**src/rtl/traffic_signal_ctrl.sv**
```systemverilog
// Two-road traffic signal controller with latched pedestrian walk phase
// and a flashing-yellow night mode; all lamp outputs are registered.
module traffic_signal_ctrl #(
   parameter int CNT_W     = 8,
   parameter int GREEN_T   = 8,
   parameter int YELLOW_T  = 3,
   parameter int ALLRED_T  = 2,
   parameter int WALK_T    = 5,
   parameter int MIN_GREEN = 3,
   parameter int FLASH_T   = 2
) (
   input  logic       clk,
   input  logic       rst,
   input  logic       ped_req,
   input  logic       night,
   output logic [2:0] ns_light,
   output logic [2:0] ew_light,
   output logic       walk,
   output logic [2:0] phase
);

   typedef enum logic [2:0] {
      NS_GREEN  = 3'd0,
      NS_YELLOW = 3'd1,
      ALL_RED_A = 3'd2,
      EW_GREEN  = 3'd3,
      EW_YELLOW = 3'd4,
      ALL_RED_B = 3'd5,
      WALK      = 3'd6,
      FLASH     = 3'd7
   } state_t;

   localparam logic [2:0] RED = 3'b100;
   localparam logic [2:0] YEL = 3'b010;
   localparam logic [2:0] GRN = 3'b001;
   localparam logic [2:0] OFF = 3'b000;

   localparam logic [CNT_W-1:0] G_END  = CNT_W'(GREEN_T - 1);
   localparam logic [CNT_W-1:0] Y_END  = CNT_W'(YELLOW_T - 1);
   localparam logic [CNT_W-1:0] R_END  = CNT_W'(ALLRED_T - 1);
   localparam logic [CNT_W-1:0] W_END  = CNT_W'(WALK_T - 1);
   localparam logic [CNT_W-1:0] F_END  = CNT_W'(FLASH_T - 1);
   localparam logic [CNT_W-1:0] MG_END = CNT_W'(MIN_GREEN - 1);

   state_t           state, state_n;
   logic [CNT_W-1:0] cnt, cnt_n;
   logic             pend, pend_n;
   logic             flash_on, flash_n;
   logic             to_ew, to_ew_n;
   logic             clr;
   logic             g_done;

   function automatic logic [6:0] lamps(input state_t s, input logic f);
      logic [6:0] r;
      r = {RED, RED, 1'b0};
      unique case (s)
         NS_GREEN:  r = {GRN, RED, 1'b0};
         NS_YELLOW: r = {YEL, RED, 1'b0};
         EW_GREEN:  r = {RED, GRN, 1'b0};
         EW_YELLOW: r = {RED, YEL, 1'b0};
         WALK:      r = {RED, RED, 1'b1};
         FLASH:     r = f ? {YEL, YEL, 1'b0} : {OFF, OFF, 1'b0};
         ALL_RED_A,
         ALL_RED_B: r = {RED, RED, 1'b0};
      endcase
      return r;
   endfunction

   // A green may be cut short by a pending request once MIN_GREEN has elapsed.
   assign g_done = (cnt == G_END) || (pend && cnt >= MG_END);

   always_comb begin
      state_n = state;
      cnt_n   = cnt + CNT_W'(1);
      flash_n = flash_on;
      to_ew_n = to_ew;
      clr     = 1'b0;
      unique case (state)
         NS_GREEN:  if (g_done) state_n = NS_YELLOW;
         EW_GREEN:  if (g_done) state_n = EW_YELLOW;
         NS_YELLOW: if (cnt == Y_END) state_n = ALL_RED_A;
         EW_YELLOW: if (cnt == Y_END) state_n = ALL_RED_B;
         ALL_RED_A,
         ALL_RED_B: begin
            if (cnt == R_END) begin
               if (night) begin
                  state_n = FLASH;
                  flash_n = 1'b1;
                  clr     = 1'b1;
               end else if (pend) begin
                  state_n = WALK;
                  to_ew_n = (state == ALL_RED_A);
                  clr     = 1'b1;
               end else begin
                  state_n = (state == ALL_RED_A) ? EW_GREEN : NS_GREEN;
               end
            end
         end
         WALK: begin
            if (cnt == W_END)
               state_n = to_ew ? EW_GREEN : NS_GREEN;
         end
         FLASH: begin
            if (!night) begin
               state_n = ALL_RED_B;
            end else if (cnt == F_END) begin
               flash_n = ~flash_on;
               cnt_n   = '0;
            end
         end
      endcase
      if (state_n != state)
         cnt_n = '0;
      pend_n = (ped_req && state != FLASH) || (pend && !clr);
   end

   always_ff @(posedge clk) begin
      if (rst) begin
         state    <= ALL_RED_B;
         cnt      <= '0;
         pend     <= 1'b0;
         flash_on <= 1'b1;
         to_ew    <= 1'b0;
         ns_light <= RED;
         ew_light <= RED;
         walk     <= 1'b0;
      end else begin
         state    <= state_n;
         cnt      <= cnt_n;
         pend     <= pend_n;
         flash_on <= flash_n;
         to_ew    <= to_ew_n;
         {ns_light, ew_light, walk} <= lamps(state_n, flash_n);
      end
   end

   assign phase = state;

endmodule

```
**config.mk**
```make
export PLATFORM = sky130hd
export DESIGN_NAME = traffic_signal_ctrl
export DESIGN_NICKNAME = d
export VERILOG_FILES = /design/src/rtl/traffic_signal_ctrl.sv
export SDC_FILE = /design/constraint.sdc
export NUM_CORES = 1
export LEC_CHECK = 0
export CORE_ASPECT_RATIO = 1.2
export CORE_UTILIZATION = 50
export DETAILED_ROUTE_END_ITERATION = 6
export PLACE_DENSITY = 0.78
export SYNTH_ARGS = -nofsm -noshare
export SYNTH_HDL_FRONTEND = slang
export SYNTH_SLANG_ARGS = --single-unit
```
**constraint.sdc**
```tcl
create_clock -name clk -period 3.1 [get_ports clk]
set_clock_uncertainty 0.2 [all_clocks]
set_input_delay 0.62 -clock clk [delete_from_list [all_inputs] [get_ports clk]]
set_output_delay 0.62 -clock clk [all_outputs]
set_load 0.01 [all_outputs]
```
-- Yosys cells after proc, flatten, opt, wreduce, memory -nomap -nowiden
Cells that the tools add are included.
- add/sub/neg operators: 1
- $lt $le $gt $ge: 1
- eq/ne operators: 20
- multiplexer cells: 26
- bitwise operators: 2
- reduce and logical (&&, ||, !) cells: 12
- operators with widths (cell ; count):
    7-bit case mux with 7 select lines ; 1
    3-bit two-way mux ; 9
    3-bit == test, second input constant ; 8
    8-bit two-way mux ; 3
    3-bit case mux with 7 select lines ; 1
    8-bit by 3-bit == test with 1-bit output, second input constant ; 2
    3-bit by 2-bit == test with 1-bit output, second input constant ; 4
    8-bit by 1-bit adder with 8-bit output, second input constant ; 1
    8-bit by 1-bit == test with 1-bit output, second input constant ; 1
    8-bit by 2-bit == test with 1-bit output, second input constant ; 1
    8-bit by 2-bit >= comparator with 1-bit output, second input constant ; 1
    1-bit two-way mux ; 8
    3-bit by 1-bit == test with 1-bit output, second input constant ; 2
    3-bit logical NOT ; 2
    6-bit two-way mux ; 1
    2-bit OR reduction ; 3
    2-bit two-way mux ; 2
    4-bit AND reduction ; 1
    1-bit logical AND ; 3
    3-bit != test ; 1
    3-bit != test, second input constant ; 1
    1-bit logical OR ; 2
    1-bit inverter ; 2
    1-bit case mux with 2 select lines ; 1
    1-bit logical NOT ; 1
- register bits: 21
- input bits: 4
- word-level logic and storage cells: 70

-- Longest topological paths before layout
Gate-level depths: netlist of the first run.
- word-level depth: 9
- depth in mapped cells: 13

-- Worst setup path before layout of the first run
OpenSTA, ideal clock, no wires.
- kind: flip-flop to flip-flop
- from: register cnt[2]
- to: register ns_light[2]
- data arrival time: 2624 ps
- setup slack: 154 ps
- stages on the path, launching flop included: 12
- period minus slack after synthesis: 2946 ps
- cells stage by stage: dfxtp_1 clkbuf_1 nand2b_1 nor4b_1 mux2i_1 a21o_1 a21oi_1 nor2_1 inv_1 ha_1 a2111o_1 a221o_1
- word-level cells in the longest chain between the ends: 8
- RTL lines (what ; line ; source):
    from (decl) ; 46 ; logic [CNT_W-1:0] cnt, cnt_n;
    from (signal assigned) ; 129 ; cnt <= cnt_n;
    8-bit by 2-bit >= comparator with 1-bit output ; 70 ; assign g_done = (cnt == G_END) || (pend && cnt >= MG_END);
    1-bit logical AND ; 70 ;
    1-bit logical OR ; 70 ;
    3-bit two-way mux, on equally long branches ; 80, 79 ;
    3-bit case mux with 7 select lines (*) ; 78 ; unique case (state)
    net state_n[0] ; 45 ; state_t state, state_n;
    3-bit by 2-bit == test with 1-bit output / 3-bit == test (equally long branches) ; 56 ; unique case (s)
    2-bit OR reduction ; 56 ;
    7-bit case mux with 7 select lines (*) ; 56 ;
    to (signal assigned) ; 133 ; {ns_light, ew_light, walk} <= lamps(state_n, flash_n);
    to (decl) ; 16 ; output logic [2:0] ns_light,
Mark *: on every way through the listed nets, which the timed path passes. The rest lies on a longest branch.
A chain may end at the register's enable or synchronous reset.

-- Final worst setup path of the first run
- from: register cnt[1]
- to: register ns_light[2]
Same word-level chain as after synthesis.

==> results of run 1 <==
==> cells in the final DEF, fill, tap and decap left out, types with 4 or more instances in the layout <==
cell type	count
sky130_fd_sc_hd__nor2_1	25
sky130_fd_sc_hd__buf_4	19
sky130_fd_sc_hd__dfxtp_1	18
sky130_fd_sc_hd__clkdlybuf4s50_1	13
sky130_fd_sc_hd__nand3_1	9
sky130_fd_sc_hd__nand2_1	7
sky130_fd_sc_hd__inv_1	6
sky130_fd_sc_hd__xor2_1	5
sky130_fd_sc_hd__ha_1	5
sky130_fd_sc_hd__nand4_1	4
sky130_fd_sc_hd__nor3_1	4
==> cell type report <==
class / instances / area, µm² / share of cell area, %
Timing Repair Buffer: 32 / 273 / 16.1
Clock buffer: 3 / 22.5 / 1.33
Tap cell: 33 / 41.3 / 2.43
Multi-Input combinational cell: 122 / 895 / 52.7
Sequential cell: 21 / 429 / 25.3
Inverter: 9 / 33.8 / 1.99
Clock inverter: 1 / 5.00 / 0.295
==> how the worst max path moves through the flow <==
stage / endpoint / from / cells past startpoint / slack [ns]
finish: ns_light[2] / cnt[1] / 12 / 0.1
global route: ns_light[2] / cnt[0] / 12 / -0.009
CTS: ns_light[2] / cnt[0] / 12 / 0.004
detailed placement: ns_light[2] / night / 11 / -0.16
global placement: ns_light[2] / night / 10 / -0.09
floorplan: ns_light[2] / cnt[2] / 11 / 0.15
==> kinds of logic (layout without fill, tap and decap cells) <==
kind of cell             count (synthesis)  in the layout  share of synthesized area, %
XOR/XNOR                                 6              6                          3.95
flip-flops                              21             21                          31.6
adder cells (fa/ha/maj)                  8              8                          7.53
AO/OA/AOI/OAI                           26             26                          16.5
multiplexers                             3              3                          2.26
buffers and inverters                   15             45                          4.90
AND/OR/NAND/NOR                         79             79                          33.2
==> state kept, by name, indices dropped and copies added (netlist names) <==
signal,flops
phase,3
flash_on,1
cnt,8
walk,1
ns_light,3
pend,1
ew_light,3
to_ew,1
==> routing by layer <==
metal / vias to the layer above / GRT usage, % / part of all wire (%)
li1: 625 / - / -
met1: 633 / 27.8 / 39
met2: 61 / 46.6 / 51
met3: 19 / 2.58 / 5.5
met4: 0 / 14.7 / 3.8
met5: - / 0 / 0
==> through the flow <==
stage	setup TNS (ns)	hold WS, ns	setup WS [ns]
final	0	0.309	0.0961
after global routing	-0.00900	0.318	-0.00900
after CTS	0	0.363	0.00378
after detailed placement	-0.177	0.343	-0.155
after global placement	-0.0936	0.328	-0.0936
after floorplan	0	0.280	0.154
==> timing repair <==
action | in CTS | in global routing
cloned | 0 | 0
hold buffers | 0 | 0
setup buffers | 0 | 2
pin swaps | 0 | 7
resized for setup | 2 | 17
endpoints found under the setup margin | 1 | 3
==> power by group through the flow <==
stage / logic (mW) / clock network (mW) / registers (mW)
2_1_floorplan: 0.548 / 0 / 0.386
3_3_place_gp: 0.840 / 0 / 0.399
3_5_place_dp: 0.871 / 0 / 0.403
4_1_cts: 0.881 / 0.142 / 0.398
5_1_grt: 1.02 / 0.153 / 0.417
6_report: 0.940 / 0.137 / 0.413
==> worst max-delay path, stage by stage, from the launching register on <==
cell and delay [ns]:
sky130_fd_sc_hd__dfxtp_4 0.39, sky130_fd_sc_hd__inv_2 0.08, sky130_fd_sc_hd__ha_4 0.13, sky130_fd_sc_hd__nor4b_4 0.33, sky130_fd_sc_hd__a31o_2 0.22, sky130_fd_sc_hd__o221ai_2 0.08, sky130_fd_sc_hd__a21o_1 0.22, sky130_fd_sc_hd__a21oi_2 0.16
sky130_fd_sc_hd__nor2_2 0.07, sky130_fd_sc_hd__buf_4 0.13, sky130_fd_sc_hd__ha_1 0.21, sky130_fd_sc_hd__a2111o_1 0.37, sky130_fd_sc_hd__a221o_1 0.30
==> impl_metrics.sql, run 1 <==
INSERT INTO impl_metrics (metric_group, metric, value, unit) VALUES
('pwr', 'static-leakage-power', '0.678', 'nW'),
('setup_path', 'critical_path.max_fanout', '7', ''),
('setup_path', 'worst_setup_path_end_kind', 'flip-flop', ''),
('finish', 'finalCoreUtilization', '67.2', '%'),
('logic_synthesis', 'mappedNetlistArea', '1330', 'µm²'),
('routing', 'wirelength', '3.53', 'mm'),
('hold_path', 'hold_path.class', 'reg2reg', ''),
('sta', 'setup_viol_count_final', '0', ''),
('setup_path', 'r2r_cells', '12', ''),
('setup_path', 'cp_data_arrival_time', '3.02', 'ns'),
('placement', 'gp_congestion', '0.874', ''),
('outcome', 'outcome', 'completed', ''),
('setup_path', 'worst-setup-path-type', 'reg2reg', ''),
('logic_synthesis', 'synth.yosys.warnings', '0', ''),
('clock_tree', 'cts.sink_count', '21', ''),
('clock_tree', 'clk_transition_reported_paths', '0.12', 'ns'),
('pwr', 'power.share.combinational', '63.1', '%'),
('logic_synthesis', 'synthesis.nets', '170', ''),
('setup_path', 'worst_setup_path_start_kind', 'flip-flop', ''),
('logic_synthesis', 'synth_cell_types', '50', ''),
('setup_path', 'r2r-start', 'cnt[1]', ''),
('routing', 'route.detailed.wl_per_inst', '16.0', 'µm'),
('routing', 'detail_route.first_pass.iterations', '4', ''),
('routing', 'drc', '0', ''),
('hold_path', 'hold_path_end', 'cnt[0]', ''),
('placement', 'numPortBuffers', '13', ''),
('flow_run', 'cap_viol_max_count', '0', ''),
('grt', 'grt_pass1_wl', '5.53', 'mm'),
('routing', 'vias_per_cell', '6.05', ''),
('hold_path', 'hold_path_depth', '1', ''),
('die', 'row_count', '20', ''),
('hold_path', 'hold_path.startpoint', 'cnt[0]', ''),
('clock_tree', 'clockBufferDepth', '2', ''),
('setup_path', 'cp.required', '3.11', 'ns'),
('sta', 'fmaxAchievable', '0.333', 'GHz'),
('sta', 'slew_headroom', '62.7', '%'),
('routing', 'ant_nets', '0', ''),
('sta', 'fin_crit', '3.00', 'ns'),
('finish', 'fin_nets', '201', ''),
('grt', 'grt_antenna_before_repair', '0', ''),
('finish', 'final_layout_size_suffix_gt1_share', '27.7', '%'),
('grt', 'gr-total-overflow', '0', ''),
('pwr', 'powerDensity', '877', 'nW/µm²'),
('logic_synthesis', 'synth_top_area_share', '31.6', '%'),
('die', 'ios', '14', ''),
('logic_synthesis', 'synth_commonest_cells', 'sky130_fd_sc_hd__nor2_1 (26), sky130_fd_sc_hd__dfxtp_1 (21), sky130_fd_sc_hd__inv_1 (9), sky130_fd_sc_hd__nand3_1 (9), sky130_fd_sc_hd__ha_1 (8)', ''),
('placement', 'dp_hpwl', '2.48', 'mm'),
('logic_synthesis', 'synth_ff_type', 'sky130_fd_sc_hd__dfxtp_1', ''),
('logic_synthesis', 'instance_count_of_the_mapped_netlist', '158', ''),
('routing', 'routed-via-count', '1338', ''),
('die', 'die_width', '49.1', 'µm'),
('finish', 'diodes_inserted', '0', ''),
('placement', 'placement.cell_area', '1600', 'µm²'),
('pwr', 'clockPowerShare', '9.2', '%'),
('finish', 'post-route-cell-area', '1700', 'µm²'),
('logic_synthesis', 'synthArstFlopShare', '0', '%'),
('clock_tree', 'clk-insertion-delay-late', '0.32', 'ns'),
('sta', 'pins_over_slew_limit', '0', ''),
('placement', 'place_inst', '215', ''),
('clock_tree', 'htree_num_levels', '1', ''),
('pwr', 'power_switching', '0.634', 'mW'),
('routing', 'detailedRoute.firstIterationViolations', '75', ''),
('clock_tree', 'cts.root.buffer_cell', 'sky130_fd_sc_hd__clkbuf_4', ''),
('pwr', 'ir_worst_vdd', '674', 'µV'),
('die', 'die_height', '58.5', 'µm'),
('sta', 'final_min_period_over_clock_period', '96.9', '%'),
('setup_path', 'reg2reg_slack', '0.1', 'ns'),
('pwr', 'power.switching_fraction', '42.6', '%'),
('pwr', 'p_int', '0.856', 'mW'),
('pwr', 'p_seq_share', '27.7', '%'),
('logic_synthesis', 'synthTopCellsByArea', 'sky130_fd_sc_hd__dfxtp_1 (32%), sky130_fd_sc_hd__ha_1 (7.5%), sky130_fd_sc_hd__nor2_1 (7.3%)', '');
Power figures use the tool's default switching activity.
==> run 2, diff against run 1 <==
--- a/config.mk
+++ b/config.mk
@@ -9,6 +9,7 @@
 export CORE_UTILIZATION = 50
 export DETAILED_ROUTE_END_ITERATION = 6
 export PLACE_DENSITY = 0.78
+export SLEW_MARGIN = 20
 export SYNTH_ARGS = -nofsm -noshare
 export SYNTH_HDL_FRONTEND = slang
 export SYNTH_SLANG_ARGS = --single-unit
==> results of run 2 <==
The final DEF is identical to that of run 1; final timing and power are the same.
==> run 3, diff against run 2 <==
--- a/config.mk
+++ b/config.mk
@@ -5,10 +5,13 @@
 export SDC_FILE = /design/constraint.sdc
 export NUM_CORES = 1
 export LEC_CHECK = 0
+export CELL_PAD_IN_SITES_DETAIL_PLACEMENT = 1
+export CELL_PAD_IN_SITES_GLOBAL_PLACEMENT = 2
 export CORE_ASPECT_RATIO = 1.2
-export CORE_UTILIZATION = 50
+export CORE_UTILIZATION = 30
 export DETAILED_ROUTE_END_ITERATION = 6
-export PLACE_DENSITY = 0.78
+export PLACE_DENSITY = 0.77
+export SKIP_LAST_GASP = 1
 export SLEW_MARGIN = 20
 export SYNTH_ARGS = -nofsm -noshare
 export SYNTH_HDL_FRONTEND = slang
==> impl_metrics.sql, run 3 (synthesis gave the netlist of run 1 again) <==
INSERT INTO impl_metrics (metric_group, metric, value, unit) VALUES
('setup_path', 'worst_setup_path_start_kind', 'flip-flop', ''),
('finish', 'largest_reg_flops', '8', ''),
('grt', 'grt_antenna_before_repair', '0', ''),
('grt', 'grt_util_met3', '2.58', '%'),
('grt', 'first_global_vias', '1359', ''),
('setup_path', 'critPathTopFamily', 'compound AO/OA/AOI/OAI gates', ''),
('finish', 'mostFrequentLayoutCell', 'sky130_fd_sc_hd__nor2_1', ''),
('finish', 'mostFrequentLayoutCells', 'sky130_fd_sc_hd__nor2_1 (26), sky130_fd_sc_hd__buf_4 (22), sky130_fd_sc_hd__dfxtp_1 (19)', ''),
('finish', 'num-fill-cells', '513', ''),
('grt', 'grt_pass1_wl', '6.49', 'mm'),
('finish', 'final_layout_size_suffix_gt1_share', '27.7', '%'),
('setup_path', 'crit_path_max_incr_delay', '0.42', 'ns'),
('clock_tree', 'clockBufferDepth', '2', ''),
('hold_path', 'hold_path.class', 'reg2reg', ''),
('sta', 'final_min_period_over_clock_period', '96.5', '%'),
('routing', 'routed-via-count', '1293', ''),
('grt', 'global_route.usage.total', '18.0', '%'),
('finish', 'diodes_inserted', '0', ''),
('flow_run', 'cap_viol_max_count', '0', ''),
('grt', 'most_utilized_layer_in_the_global_route_result', 'met2', ''),
('pwr', 'power.share.combinational', '62.5', '%'),
('routing', 'vias_per_cell', '5.23', ''),
('die', 'ios', '14', ''),
('die', 'coreArea', '4260', 'µm²'),
('setup_path', 'critPathBufInv', '2', ''),
('setup_path', 'critical_path.most_common_cell', 'sky130_fd_sc_hd__ha_2', ''),
('routing', 'detail_route.first_pass.iterations', '4', ''),
('sta', 'slew_headroom', '66.4', '%'),
('pwr', 'p_int', '0.922', 'mW'),
('die', 'start_util', '31.2', '%'),
('clock_tree', 'cts.sink_count', '21', ''),
('die', 'die_width', '62.8', 'µm'),
('grt', 'gr-total-overflow', '0', ''),
('outcome', 'outcome', 'completed', ''),
('finish', 'final_cell_count_no_fill', '247', ''),
('setup_path', 'cp.required', '3.06', 'ns'),
('pwr', 'clockPowerShare', '11.9', '%'),
('setup_path', 'worst_setup_path_end_kind', 'flip-flop', ''),
('routing', 'wirelength', '4.01', 'mm'),
('placement', 'numPortBuffers', '13', ''),
('clock_tree', 'htree_num_levels', '1', ''),
('clock_tree', 'cts-buffers-inserted', '3', ''),
('finish', 'fin_nets', '204', ''),
('clock_tree', 'cts.root.buffer_cell', 'sky130_fd_sc_hd__clkbuf_8', ''),
('finish', 'area.growth.synth_to_final', '33.1', '%'),
('sta', 'setup_viol_count_final', '0', ''),
('setup_path', 'cp_data_arrival_time', '2.95', 'ns'),
('grt', 'grt_util_met1', '20.4', '%'),
('setup_path', 'worstPathCellList', 'inv_2 > ha_2 > nand2b_1 > nor4b_2 > mux2i_1 > a21o_1 > a21oi_2 > nor2_1 > inv_1 > ha_2 > a2111o_1 > a221o_1', ''),
('pwr', 'powerDensity', '901', 'nW/µm²'),
('finish', 'regMostFlops', 'cnt', ''),
('placement', 'dp_hpwl', '3.05', 'mm'),
('clock_tree', 'clk-insertion-delay-late', '0.27', 'ns'),
('die', 'die_height', '74.9', 'µm'),
('pwr', 'static-leakage-power', '0.707', 'nW'),
('setup_path', 'critical_path.max_fanout', '7', ''),
('die', 'die_area', '4700', 'µm²'),
('die', 'row_count', '26', ''),
('pwr', 'p_seq_share', '25.6', '%'),
('sta', 'report.final.hold_viol_count', '0', ''),
('clock_tree', 'clk_transition_reported_paths', '0.08', 'ns'),
('routing', 'ant_nets', '0', ''),
('pwr', 'power_switching', '0.671', 'mW'),
('routing', 'route.detailed.wl_per_inst', '16.2', 'µm'),
('sta', 'pins_over_slew_limit', '0', ''),
('setup_path', 'timing.critical_path.slowest_stage_cell', 'sky130_fd_sc_hd__a2111o_1', ''),
('sta', 'worst-slew-pin-transition', '0.504', 'ns'),
('grt', 'largest_net_degree_at_the_start_of_global_routing', '15', ''),
('placement', 'place_inst', '241', ''),
('grt', 'grt_use_met2', '34.9', '%'),
('routing', 'detailedRoute.firstIterationViolations', '41', ''),
('pwr', 'power.switching_fraction', '42.1', '%'),
('setup_path', 'worst-setup-path-type', 'reg2reg', ''),
('clock_tree', 'clock_tree_from_tritoncts', 'done', ''),
('pwr', 'totalPowerFinal', '1.59', 'mW'),
('placement', 'gp_congestion', '0.810', ''),
('clock_tree', 'cts.hold.buffers_added', '0', ''),
('routing', 'drc', '0', ''),
('sta', 'fin_crit', '2.99', 'ns'),
('sta', 'fmaxAchievable', '0.334', 'GHz'),
('pwr', 'ir_worst_vdd', '428', 'µV');
==> run 3: power by group through the flow <==
stage / logic [mW] / registers (mW) / clock network (mW)
global placement: 0.905 / 0.404 / 0
CTS: 0.954 / 0.403 / 0.195
floorplan: 0.548 / 0.386 / 0
global route: 1.09 / 0.417 / 0.203
detailed placement: 0.942 / 0.406 / 0
finish: 0.997 / 0.408 / 0.189
==> run 3: worst paths after layout <==
| path | start | endpoint | slack, ns | cells past startpoint |
|---|---|---|---|---|
| worst max-delay path | cnt[0] | ns_light[2] | 0.11 | 12 |
| worst min-delay path | cnt[0] | cnt[0] | 0.28 | 1 |
| worst max register to register | cnt[0] | ns_light[2] | 0.11 | 12 |
| worst min register to register | cnt[0] | cnt[0] | 0.28 | 1 |
==> run 3: worst reg2reg max path: stages (launching register included) <==
cell,delay (ns)
sky130_fd_sc_hd__dfxtp_4,0.37
sky130_fd_sc_hd__inv_2,0.07
sky130_fd_sc_hd__ha_2,0.17
sky130_fd_sc_hd__nand2b_1,0.09
sky130_fd_sc_hd__nor4b_2,0.25
sky130_fd_sc_hd__mux2i_1,0.25
sky130_fd_sc_hd__a21o_1,0.22
sky130_fd_sc_hd__a21oi_2,0.07
sky130_fd_sc_hd__nor2_1,0.18
sky130_fd_sc_hd__inv_1,0.10
sky130_fd_sc_hd__ha_2,0.20
sky130_fd_sc_hd__a2111o_1,0.42
sky130_fd_sc_hd__a221o_1,0.31
==> run 3: timing repair <==
item | in CTS | in global routing
pin swaps | 0 | 7
buffers inserted | 0 | 2
endpoints found under the hold margin | 0 | 0
endpoints found under the setup margin | 1 | 4
gates resized for setup | 3 | 14
gates cloned | 0 | 0
==> run 3: cell type report <==
type	instances	area, µm²	area share [%]
timing repair buffer	35	298	16.8
multi-input combinational	122	893	50.5
inverter	9	33.8	1.91
sequential	21	428	24.2
tap	56	70.1	3.96
clock buffer	3	41.3	2.33
clock inverter	1	5.00	0.283
==> run 3: metal layers <==
layer  routed length [µm]  share of wire [%]
met1                 1800                 45
met2                 2070                 52
met3                   73                1.8
met4                   63                1.6
met5                    0                  0
==> run 3: through the flow <==
step	hold slack [ns]	setup slack (ns)	cell area [µm²]	setup TNS, ns	utilization [%]
finish	0.281	0.109	1770	0	41.5
CTS	0.300	0.0193	1700	0	39.9
detailed placement	0.323	-0.301	1650	-0.792	38.7
global placement	0.318	-0.152	1650	-0.203	38.7
floorplan	0.280	0.154	1330	0	-
global route	0.295	-0.0321	1770	-0.0321	41.5
